**src/rtl/hls_chn_in_pkg.sv**
```systemverilog
// Shared helpers for the multi-channel input wait datapath: counter and
// pointer widths, parameter legality and payload slice offsets.
// Optional feature macro: HLS_CHN_IN_BYPASS_EN (see hls_chn_in_fifo).
package hls_chn_in_pkg;

    localparam int MAX_CHN   = 8;
    localparam int MAX_DEPTH = 16;

    // Ceiling log2 usable in constant expressions.
    function automatic int clog2_f(input int v);
        int r;
        r = 0;
        for (int i = 0; i < 31; i++) begin
            if ((1 << i) < v) r = i + 1;
        end
        return r;
    endfunction

    // Width of a count that must reach DEPTH inclusive.
    function automatic int cnt_w(input int depth);
        return clog2_f(depth + 1);
    endfunction

    // Width of a pointer into DEPTH entries, never narrower than 1 bit.
    function automatic int ptr_w(input int depth);
        return (depth <= 1) ? 1 : clog2_f(depth);
    endfunction

    function automatic bit params_ok(input int num_chn, input int depth);
        return (num_chn >= 1) && (num_chn <= MAX_CHN) &&
               (depth >= 1) && (depth <= MAX_DEPTH);
    endfunction

    // Low bit of channel idx inside a packed NUM_CHN*width bus.
    function automatic int slice_lo(input int idx, input int width);
        return idx * width;
    endfunction

endpackage

```
**src/rtl/hls_chn_in_fifo.sv**
```systemverilog
// One input channel: DEPTH-entry skid FIFO with count, head/tail pointers,
// ready generation and the operand availability/head mux.
// With HLS_CHN_IN_BYPASS_EN defined an empty FIFO forwards the incoming
// operand in the same cycle; otherwise every operand is registered first.
//
// Handshake: an operand is transferred when vld_i & rdy_o in the same cycle;
// rdy_o depends only on registered state, vld_i is held upstream while
// rdy_o = 0. pop_i consumes the operand shown on pd_o and is only asserted
// by the parent while avail_o = 1.
module hls_chn_in_fifo
    import hls_chn_in_pkg::*;
#(
    parameter  int WIDTH = 16,
    parameter  int DEPTH = 2,
    localparam int CNTW  = cnt_w(DEPTH),
    localparam int PTRW  = ptr_w(DEPTH)
) (
    input  logic             clk_i,
    input  logic             rstn_i,
    input  logic             vld_i,
    output logic             rdy_o,
    input  logic [WIDTH-1:0] pd_i,
    input  logic             pop_i,
    output logic             avail_o,
    output logic [WIDTH-1:0] pd_o,
    output logic [CNTW-1:0]  cnt_o
);

    logic [CNTW-1:0]  cnt_q, cnt_d;
    logic [PTRW-1:0]  head_q, head_d;
    logic [PTRW-1:0]  tail_q, tail_d;
    logic [WIDTH-1:0] mem_q [DEPTH];
    logic             empty;
    logic             push;
    logic             store;
    logic             deq;

    // Pointers wrap at DEPTH so non-power-of-2 depths work.
    function automatic logic [PTRW-1:0] nxt_ptr(input logic [PTRW-1:0] p);
        return (p == PTRW'(DEPTH - 1)) ? '0 : p + 1'b1;
    endfunction

    assign empty = (cnt_q == '0);
    assign rdy_o = (cnt_q < CNTW'(DEPTH));
    assign push  = vld_i & rdy_o;
    assign cnt_o = cnt_q;

`ifdef HLS_CHN_IN_BYPASS_EN
    assign avail_o = ~empty | push;
    assign pd_o    = empty ? pd_i : mem_q[head_q];
`else
    assign avail_o = ~empty;
    assign pd_o    = mem_q[head_q];
`endif

    // A push into an empty FIFO that is popped in the same cycle passes
    // straight through and is never stored.
    assign store = push & ~(pop_i & empty);
    assign deq   = pop_i & ~empty;

    // Next-state for count and pointers.
    always_comb begin
        cnt_d  = cnt_q;
        head_d = head_q;
        tail_d = tail_q;
        if (store) tail_d = nxt_ptr(tail_q);
        if (deq)   head_d = nxt_ptr(head_q);
        case ({store, deq})
            2'b10:   cnt_d = cnt_q + 1'b1;
            2'b01:   cnt_d = cnt_q - 1'b1;
            default: cnt_d = cnt_q;
        endcase
    end

    // State and storage registers; reset voids any in-flight push/pop.
    always_ff @(posedge clk_i) begin
        if (!rstn_i) begin
            cnt_q  <= '0;
            head_q <= '0;
            tail_q <= '0;
            for (int i = 0; i < DEPTH; i++) mem_q[i] <= '0;
        end else begin
            cnt_q  <= cnt_d;
            head_q <= head_d;
            tail_q <= tail_d;
            if (store) mem_q[tail_q] <= pd_i;
        end
    end

endmodule

```
**src/rtl/hls_chn_in_wait_dp_mc.sv**
```systemverilog
// Multi-channel input wait datapath: NUM_CHN skid FIFOs joined into one
// operand set for the core. The set is available only when every channel
// has an operand; a core consume pops all channels together.
// Optional feature macro: HLS_CHN_IN_BYPASS_EN (zero-latency pass-through).
module hls_chn_in_wait_dp_mc
    import hls_chn_in_pkg::*;
#(
    parameter  int NUM_CHN = 2,
    parameter  int WIDTH   = 16,
    parameter  int DEPTH   = 2,
    localparam int CNTW    = cnt_w(DEPTH)
) (
    input  logic                     nvdla_core_clk,
    input  logic                     nvdla_core_rstn,
    input  logic [NUM_CHN-1:0]       chn_in_vld,
    output logic [NUM_CHN-1:0]       chn_in_rdy,
    input  logic [NUM_CHN*WIDTH-1:0] chn_in_pd,
    input  logic                     core_oswt,
    input  logic                     core_bdwt,
    output logic                     core_bawt,
    output logic                     core_wen_comp,
    output logic [NUM_CHN*WIDTH-1:0] core_pd_mxwt,
    output logic [NUM_CHN*CNTW-1:0]  chn_cnt
);

    if (!params_ok(NUM_CHN, DEPTH)) begin : g_param_err
        $error("hls_chn_in_wait_dp_mc: NUM_CHN must be 1..8 and DEPTH 1..16");
    end

    logic [NUM_CHN-1:0] avail;
    logic               pop;

    // Join: the core may only consume when every channel can supply.
    assign core_bawt     = &avail;
    assign pop           = core_bdwt & core_bawt;
    assign core_wen_comp = ~core_oswt | core_bawt;

    for (genvar i = 0; i < NUM_CHN; i++) begin : g_chn
        hls_chn_in_fifo #(
            .WIDTH (WIDTH),
            .DEPTH (DEPTH)
        ) u_fifo (
            .clk_i   (nvdla_core_clk),
            .rstn_i  (nvdla_core_rstn),
            .vld_i   (chn_in_vld[i]),
            .rdy_o   (chn_in_rdy[i]),
            .pd_i    (chn_in_pd[slice_lo(i, WIDTH) +: WIDTH]),
            .pop_i   (pop),
            .avail_o (avail[i]),
            .pd_o    (core_pd_mxwt[slice_lo(i, WIDTH) +: WIDTH]),
            .cnt_o   (chn_cnt[slice_lo(i, CNTW) +: CNTW])
        );
    end

endmodule

```
**config.mk**
```make
export PLATFORM = sky130hd
export DESIGN_NAME = hls_chn_in_wait_dp_mc
export DESIGN_NICKNAME = d
export VERILOG_FILES = /design/src/rtl/hls_chn_in_pkg.sv /design/src/rtl/hls_chn_in_fifo.sv /design/src/rtl/hls_chn_in_wait_dp_mc.sv
export SDC_FILE = /design/constraint.sdc
export NUM_CORES = 1
export LEC_CHECK = 0
export ABC_AREA = 1
export CAP_MARGIN = 5
export CORE_UTILIZATION = 50
export CTS_CLUSTER_SIZE = 24
export DETAILED_ROUTE_END_ITERATION = 16
export PLACE_DENSITY = 0.83
export REMOVE_ABC_BUFFERS = 1
export SLEW_MARGIN = 20
export SYNTH_ARGS = -nofsm -noshare
export SYNTH_HDL_FRONTEND = slang
export SYNTH_SLANG_ARGS = --single-unit
```
**constraint.sdc**
```tcl
create_clock -name nvdla_core_clk -period 2.32 [get_ports nvdla_core_clk]
set_clock_uncertainty 0.2 [all_clocks]
set_input_delay 0.464 -clock nvdla_core_clk [delete_from_list [all_inputs] [get_ports nvdla_core_clk]]
set_output_delay 0.464 -clock nvdla_core_clk [all_outputs]
set_load 0.005 [all_outputs]
```
==> impl_metrics.env, run 1 <==
export IMPL_status="completed"
export IMPL_power_density_mw_per_mm2=701
export IMPL_slew_headroom=0.807
export IMPL_die_x_um=83.6
export IMPL_fin_nets=409
export IMPL_grt_max_degree=18
export IMPL_setup_violations=0
export IMPL_synth_edff_count=64
export IMPL_startpoint_type="register"
export IMPL_wl_per_cell_um=14.5
export IMPL_p_int_w=0.00242
export IMPL_leakage_nw=2.27
export IMPL_tightest_slew_ns=0.289
export IMPL_grt_use_total=0.190
export IMPL_yosysTopAreaCell="edfxtp_1"
export IMPL_synthTopCellsByArea="edfxtp_1 (58%), mux2_2 (11%), nor2_1 (7.3%)"
export IMPL_avgSynthCellArea_um2=11.9
export IMPL_cts_sinks=74
export IMPL_crit_fanout=7
export IMPL_drt_vias_per_instance=4.89
export IMPL_p_sw_frac=0.244
export IMPL_die_y_um=83.6
export IMPL_rows=29
export IMPL_dieArea_mm2=0.00699
export IMPL_drt_initial_drc_count=139
export IMPL_antenna_found_initial=0
export IMPL_ir_worst_vdd_uv=403
export IMPL_ant_nets=0
export IMPL_rsz0062_at_grt="false"
export IMPL_syn2layout_area_growth_pct=37.3
export IMPL_cts_buffers_inserted=9
export IMPL_power_w=0.00320
export IMPL_initial_core_util=0.521
export IMPL_clock_power_share=0.291
export IMPL_synth_most_common_cell="nor2_1"
export IMPL_clkSlewWorstSetupHoldPaths_ns=0.07
export IMPL_vias=2205
export IMPL_worst_ep_required_time_ns=1.66
export IMPL_timing_fmax_mhz=443
export IMPL_min_period_over_period=0.974
export IMPL_core_area_mm2=0.00639
export IMPL_remaining_drc_errors=0
export IMPL_combPwrFrac=0.202
export IMPL_yosys_warnings=0
export IMPL_hp_class="reg2reg"
export IMPL_critPathKind="reg2out"
export IMPL_ys_types=20
export IMPL_multi_input_area_um2=936
export IMPL_fill_cells=432
export IMPL_drive_above_1_share=0.217
export IMPL_reg2reg_slack_ns=0.52
export IMPL_async_reset_ff_frac=0
export IMPL_grt_pass1_wl_um=10200
export IMPL_hpwl_um=4370
export IMPL_regToRegStartpoint="g_chn[1].u_fifo.cnt_o[1]$_SDFFE_PN0P_"
export IMPL_drv_slew=0
export IMPL_clk_latency_ns=0.33
export IMPL_register_area_mm2=0.00213
export IMPL_switching_power_w=0.000783
export IMPL_port_buffers=77
export IMPL_grt_pass1_vias=2248
export IMPL_tritoncts="built"
export IMPL_synth_ff_type="edfxtp_1"
export IMPL_place_gp_congestion=0.758
export IMPL_ios=78
export IMPL_seqPwrFrac=0.507
export IMPL_r2r_end="g_chn[0].u_fifo.cnt_o[1]$_SDFFE_PN0P_"
export IMPL_crit_path_end_kind="output pin"
export IMPL_synth_seq_area_share=0.638
export IMPL_critPathCapture="core_pd_mxwt[16]"
export IMPL_wl_um=6560
export IMPL_max_cap_violations=0
export IMPL_root_buffer="clkbuf_8"
export IMPL_n_antenna_cell=0
export IMPL_r2r_cells=8
export IMPL_post_route_util=0.716
export IMPL_synthTopCellsByCount="nor2_1 (65), edfxtp_1 (64), inv_1 (45)"
export IMPL_fin_crit_ns=2.26
export IMPL_synth_top_area_frac=0.577
export IMPL_clockBufferDepth=2
export IMPL_ys_ff_latch=74
export IMPL_critPathArrivalTime_ns=1.60
export IMPL_synthCells=279
export IMPL_syn_area_mm2=0.00333
export IMPL_drtPass1Iterations=4
export IMPL_holdBufCountCts=0
export IMPL_hold_violations=0
export IMPL_grt_overflow=0
export IMPL_cts_htree_levels=3
==> routing by layer <==
layer	track usage	wire length, µm	vias to the layer above
li1	-	-	1088
met1	0.219	2620	1042
met2	0.337	3470	61
met3	0.0336	291	14
met4	0.0955	180	0
met5	0	0	-
==> timing repair <==
item / in CTS / in global routing
gates resized for setup: 5 / 31
endpoints found under the hold margin: 0 / 0
gates cloned: 0 / 1
buffers inserted: 0 / 2
endpoints found under the setup margin: 29 / 30
==> worst min-delay path by stage <==
| stage | start | end | slack (ns) | depth (start not counted) |
|---|---|---|---|---|
| 3_5_place_dp | g_chn[1].u_fifo.cnt_o[0]$_SDFFE_PN0P_ | g_chn[1].u_fifo.cnt_o[0]$_SDFFE_PN0P_ | 0.32 | 2 |
| 6_report | g_chn[1].u_fifo.cnt_o[0]$_SDFFE_PN0P_ | g_chn[1].u_fifo.cnt_o[0]$_SDFFE_PN0P_ | 0.33 | 2 |
| 4_1_cts | g_chn[1].u_fifo.head_q$_SDFFE_PN0P_ | register | 0.33 | 4 |
| 3_3_place_gp | g_chn[1].u_fifo.cnt_o[0]$_SDFFE_PN0P_ | g_chn[1].u_fifo.cnt_o[0]$_SDFFE_PN0P_ | 0.31 | 2 |
| 5_1_grt | g_chn[1].u_fifo.cnt_o[0]$_SDFFE_PN0P_ | g_chn[1].u_fifo.cnt_o[0]$_SDFFE_PN0P_ | 0.36 | 2 |
| 2_1_floorplan | g_chn[1].u_fifo.cnt_o[0]$_SDFFE_PN0P_ | g_chn[1].u_fifo.cnt_o[0]$_SDFFE_PN0P_ | 0.30 | 2 |
==> final cells by class <==
cell class,instances,area share
flip-flops and latches,74,0.465
clock buffers,9,0.0271
clock inverters,7,0.0131
repair buffers,91,0.230
inverters,47,0.0386
well taps,77,0.0211
multi-input cells,146,0.205
==> layout by cell type (no fill, tap or decap), drive strengths merged <==
| master | netlist | layout |
|---|---|---|
| nand4 | 4 | 4 |
| clkinvlp | 0 | 1 |
| mux2 | 32 | 32 |
| a21oi | 2 | 2 |
| clkbuf | 0 | 10 |
| a31oi | 2 | 2 |
| nand2 | 21 | 21 |
| clkdlybuf4s50 | 0 | 45 |
| ha | 2 | 2 |
| buf | 12 | 13 |
| clkinv | 0 | 5 |
| o21ai | 3 | 3 |
| dfxtp | 10 | 10 |
| dlygate4sd2 | 0 | 3 |
| dlymetal6s2s | 0 | 29 |
| nor2 | 75 | 75 |
| edfxtp | 64 | 64 |
| bufinv | 0 | 1 |
| inv | 47 | 47 |
| nand3 | 5 | 5 |
==> metrics by stage <==
step                      std cells  cell area (µm²)  hold slack (ns)  setup slack, ns   TNS (ns)
after floorplan                 267             3230            0.303            0.588          0
after global placement          432             4270            0.306            0.208          0
after detailed placement        432             4270            0.318            0.204          0
after CTS                       448             4450            0.332        -0.000926  -0.000926
after global routing            451             4570            0.363          0.00553          0
final                           451             4570            0.331           0.0604          0
==> power by group through the flow <==
stage               Combinational, W  Sequential, W  Clock, W
finish                      0.000648        0.00162  0.000931
global route                0.000704        0.00163  0.000998
CTS                         0.000662        0.00162  0.000946
detailed placement          0.000662        0.00165         0
global placement            0.000647        0.00164         0
floorplan                   0.000276        0.00165         0
==> kinds of logic (layout without fill, tap and decap cells) <==
kind of cell,count (synthesis),count (layout),synth area share
adder cells (fa/ha/maj),2,2,0.00752
buffers and inverters,59,154,0.0820
AND/OR/NAND/NOR,105,105,0.153
AO/OA/AOI/OAI,7,7,0.0113
multiplexers,32,32,0.108
flip-flops,74,74,0.638
==> critical path: stages (launching register included) <==
cell           delay, ns
dfxtp_4             0.39
clkbuf_16           0.15
buf_4               0.12
mux2_2              0.34
dlygate4sd2_1       0.26
==> registers in the layout, indices dropped and copies added (netlist names), named ones only <==
name,cells
g_chn.u_fifo.cnt_o,4
g_chn.u_fifo.head_q,2
g_chn.u_fifo.mem_q,64
g_chn.u_fifo.tail_q,2
Note: power is estimated with default switching activity, not from simulation.
==> run 2, diff against run 1 <==
--- a/config.mk
+++ b/config.mk
@@ -6,11 +6,10 @@
 export NUM_CORES = 1
 export LEC_CHECK = 0
 export ABC_AREA = 1
-export CAP_MARGIN = 5
 export CORE_UTILIZATION = 50
 export CTS_CLUSTER_SIZE = 24
 export DETAILED_ROUTE_END_ITERATION = 16
-export PLACE_DENSITY = 0.83
+export PLACE_DENSITY_LB_ADDON = 0.3
 export REMOVE_ABC_BUFFERS = 1
 export SLEW_MARGIN = 20
 export SYNTH_ARGS = -nofsm -noshare
==> run 2 against run 1 <==
Net effect:
- worst setup slack lost 0.025 ns
- non-clock buffer count did not move
- sequential cell count did not move
- highest routed layer unchanged
- clock-buffer cell count stayed put
==> impl_metrics.env, run 2 (synthesis results as in run 1) <==
export IMPL_status="completed"
export IMPL_grt_overflow=0
export IMPL_ant_nets=0
export IMPL_fin_nets=409
export IMPL_port_buffers=77
export IMPL_drt_initial_drc_count=154
export IMPL_fin_crit_ns=2.28
export IMPL_grt_use_total=0.194
export IMPL_drv_slew=0
export IMPL_setup_violations=0
export IMPL_wl_per_cell_um=14.3
export IMPL_critPathKind="reg2out"
export IMPL_grt_pass1_vias=2304
export IMPL_ir_worst_vdd_uv=499
export IMPL_fin_ws_ns=0.0357
export IMPL_largest_reg_flops=64
export IMPL_initial_core_util=0.521
export IMPL_remaining_drc_errors=0
export IMPL_grt_max_degree=18
export IMPL_core_area_mm2=0.00639
export IMPL_tightest_slew_ns=0.264
export IMPL_fill_cells=447
export IMPL_wl_um=6430
export IMPL_max_stage_delay_ns=0.45
export IMPL_rows=29
export IMPL_min_from="g_chn[0].u_fifo.cnt_o[1]$_SDFFE_PN0P_"
export IMPL_startpoint_type="register"
export IMPL_timing_fmax_mhz=438
export IMPL_dieArea_mm2=0.00699
export IMPL_fin_tns_setup_ns=0
export IMPL_drt_vias_per_instance=4.90
export IMPL_min_period_over_period=0.985
export IMPL_top_register="g_chn.u_fifo.mem_q"
export IMPL_hold_violations=0
export IMPL_cts_sinks=74
export IMPL_path_buf_inv=2
export IMPL_vias=2212
export IMPL_hpwl_um=4310
export IMPL_clkSlewWorstSetupHoldPaths_ns=0.08
export IMPL_ios=78
export IMPL_hp_class="reg2reg"
export IMPL_cts_buffers_inserted=9
export IMPL_crit_path_end_kind="output pin"
export IMPL_clk_latency_ns=0.33
export IMPL_cts_htree_levels=3
export IMPL_crit_fanout=16
export IMPL_root_buffer="clkbuf_8"
export IMPL_antenna_found_initial=0
export IMPL_power_density_mw_per_mm2=733
export IMPL_final_common_cell="nor2_1"
export IMPL_regToRegStartpoint="g_chn[1].u_fifo.cnt_o[1]$_SDFFE_PN0P_"
export IMPL_layout_common_cells="nor2_1 (65), edfxtp_1 (64), clkdlybuf4s50_1 (53)"
export IMPL_path_cells="buf_12 -> mux2_2 -> clkdlybuf4s50_1"
export IMPL_place_worst_setup_slack_ns=0.223
export IMPL_cpLargestDelayFamily="buffers and inverters"
export IMPL_drive_above_1_share=0.225
export IMPL_die_y_um=83.6
export IMPL_drtPass1Iterations=4
export IMPL_n_antenna_cell=0
export IMPL_clockBufferDepth=2
export IMPL_syn2layout_area_growth_pct=36.8
export IMPL_place_gp_congestion=0.786
export IMPL_grt_pass1_wl_um=10500
export IMPL_leakage_nw=2.18
export IMPL_die_x_um=83.6
export IMPL_slew_headroom=0.824
export IMPL_tritoncts="built"
export IMPL_critPathArrivalTime_ns=1.62
export IMPL_rsz0062_at_grt="false"
export IMPL_worst_ep_required_time_ns=1.66
export IMPL_max_cap_violations=0
export IMPL_slowest_stage="clkdlybuf4s50_1"
run 2: cell count changes in the layout (fill, tap and decap cells not counted), sizes merged:
cell,before,now
bufinv,1,2
clkbuf,10,9
dlygate4sd2,3,2
clkinv,5,3
dlymetal6s2s,29,22
clkdlybuf4s50,45,53
buf,13,14
clkinvlp,1,2
run 2: power by group:
group          leakage (nW)  internal [W]  switching (W)  total [W]
Clock                 0.105      0.000603       0.000475    0.00108
Sequential            0.753       0.00157      0.0000496    0.00162
Combinational          1.32      0.000361       0.000277   0.000638
Total                  2.18       0.00254       0.000801    0.00334
run 2: worst min-delay path: stages, from the launching register on:
cell and delay [ns]:
dfxtp_2 0.38, a31oi_1 0.05, nor2_1 0.07
run 2: path summary, 6_finish.rpt:
| path | endpoint | slack, ns | cells after the start |
|---|---|---|---|
| setup / recovery | core_pd_mxwt[23] | 0.04 | 3 |
| hold / removal | g_chn[0].u_fifo.cnt_o[1]$_SDFFE_PN0P_ | 0.33 | 2 |
| setup reg to reg | g_chn[1].u_fifo.cnt_o[1]$_SDFFE_PN0P_ | 0.61 | 9 |
| hold reg to reg | g_chn[0].u_fifo.cnt_o[1]$_SDFFE_PN0P_ | 0.33 | 2 |
run 2: final cells by class:
class	instances	area (µm²)	area share
timing repair buffer	91	1000	0.220
tap	77	96.3	0.0212
clock buffer	9	124	0.0272
inverter	47	176	0.0387
clock inverter	7	93.8	0.0206
multi-input combinational	146	933	0.205
sequential	74	2130	0.467
run 2: layer usage:
layer | up-vias | global-route usage | share of wire | routed length [µm]
met5 | - | 0 | 0 | 0
met3 | 10 | 0.0445 | 0.046 | 293
met2 | 51 | 0.339 | 0.53 | 3420
li1 | 1088 | - | - | -
met4 | 0 | 0.0740 | 0.013 | 83
met1 | 1063 | 0.233 | 0.41 | 2640
run 2: what timing repair did:
action                                  4_1_cts  5_1_grt
resized for setup                             4       24
endpoints found under the setup margin       29       27
buffers inserted                              0        2
hold buffers                                  0        0
run 2: through the flow:
stage / utilization / hold WS [ns] / cells / total power, W / area [µm²]
6_report: 0.713 / 0.334 / 451 / 0.00334 / 4550
5_1_grt: 0.713 / 0.375 / 451 / 0.00348 / 4550
4_1_cts: 0.702 / 0.347 / 449 / 0.00338 / 4480
3_5_place_dp: 0.668 / 0.336 / 433 / 0.00231 / 4260
3_3_place_gp: 0.668 / 0.315 / 433 / 0.00229 / 4260
2_1_floorplan: - / 0.303 / 267 / 0.00193 / 3230
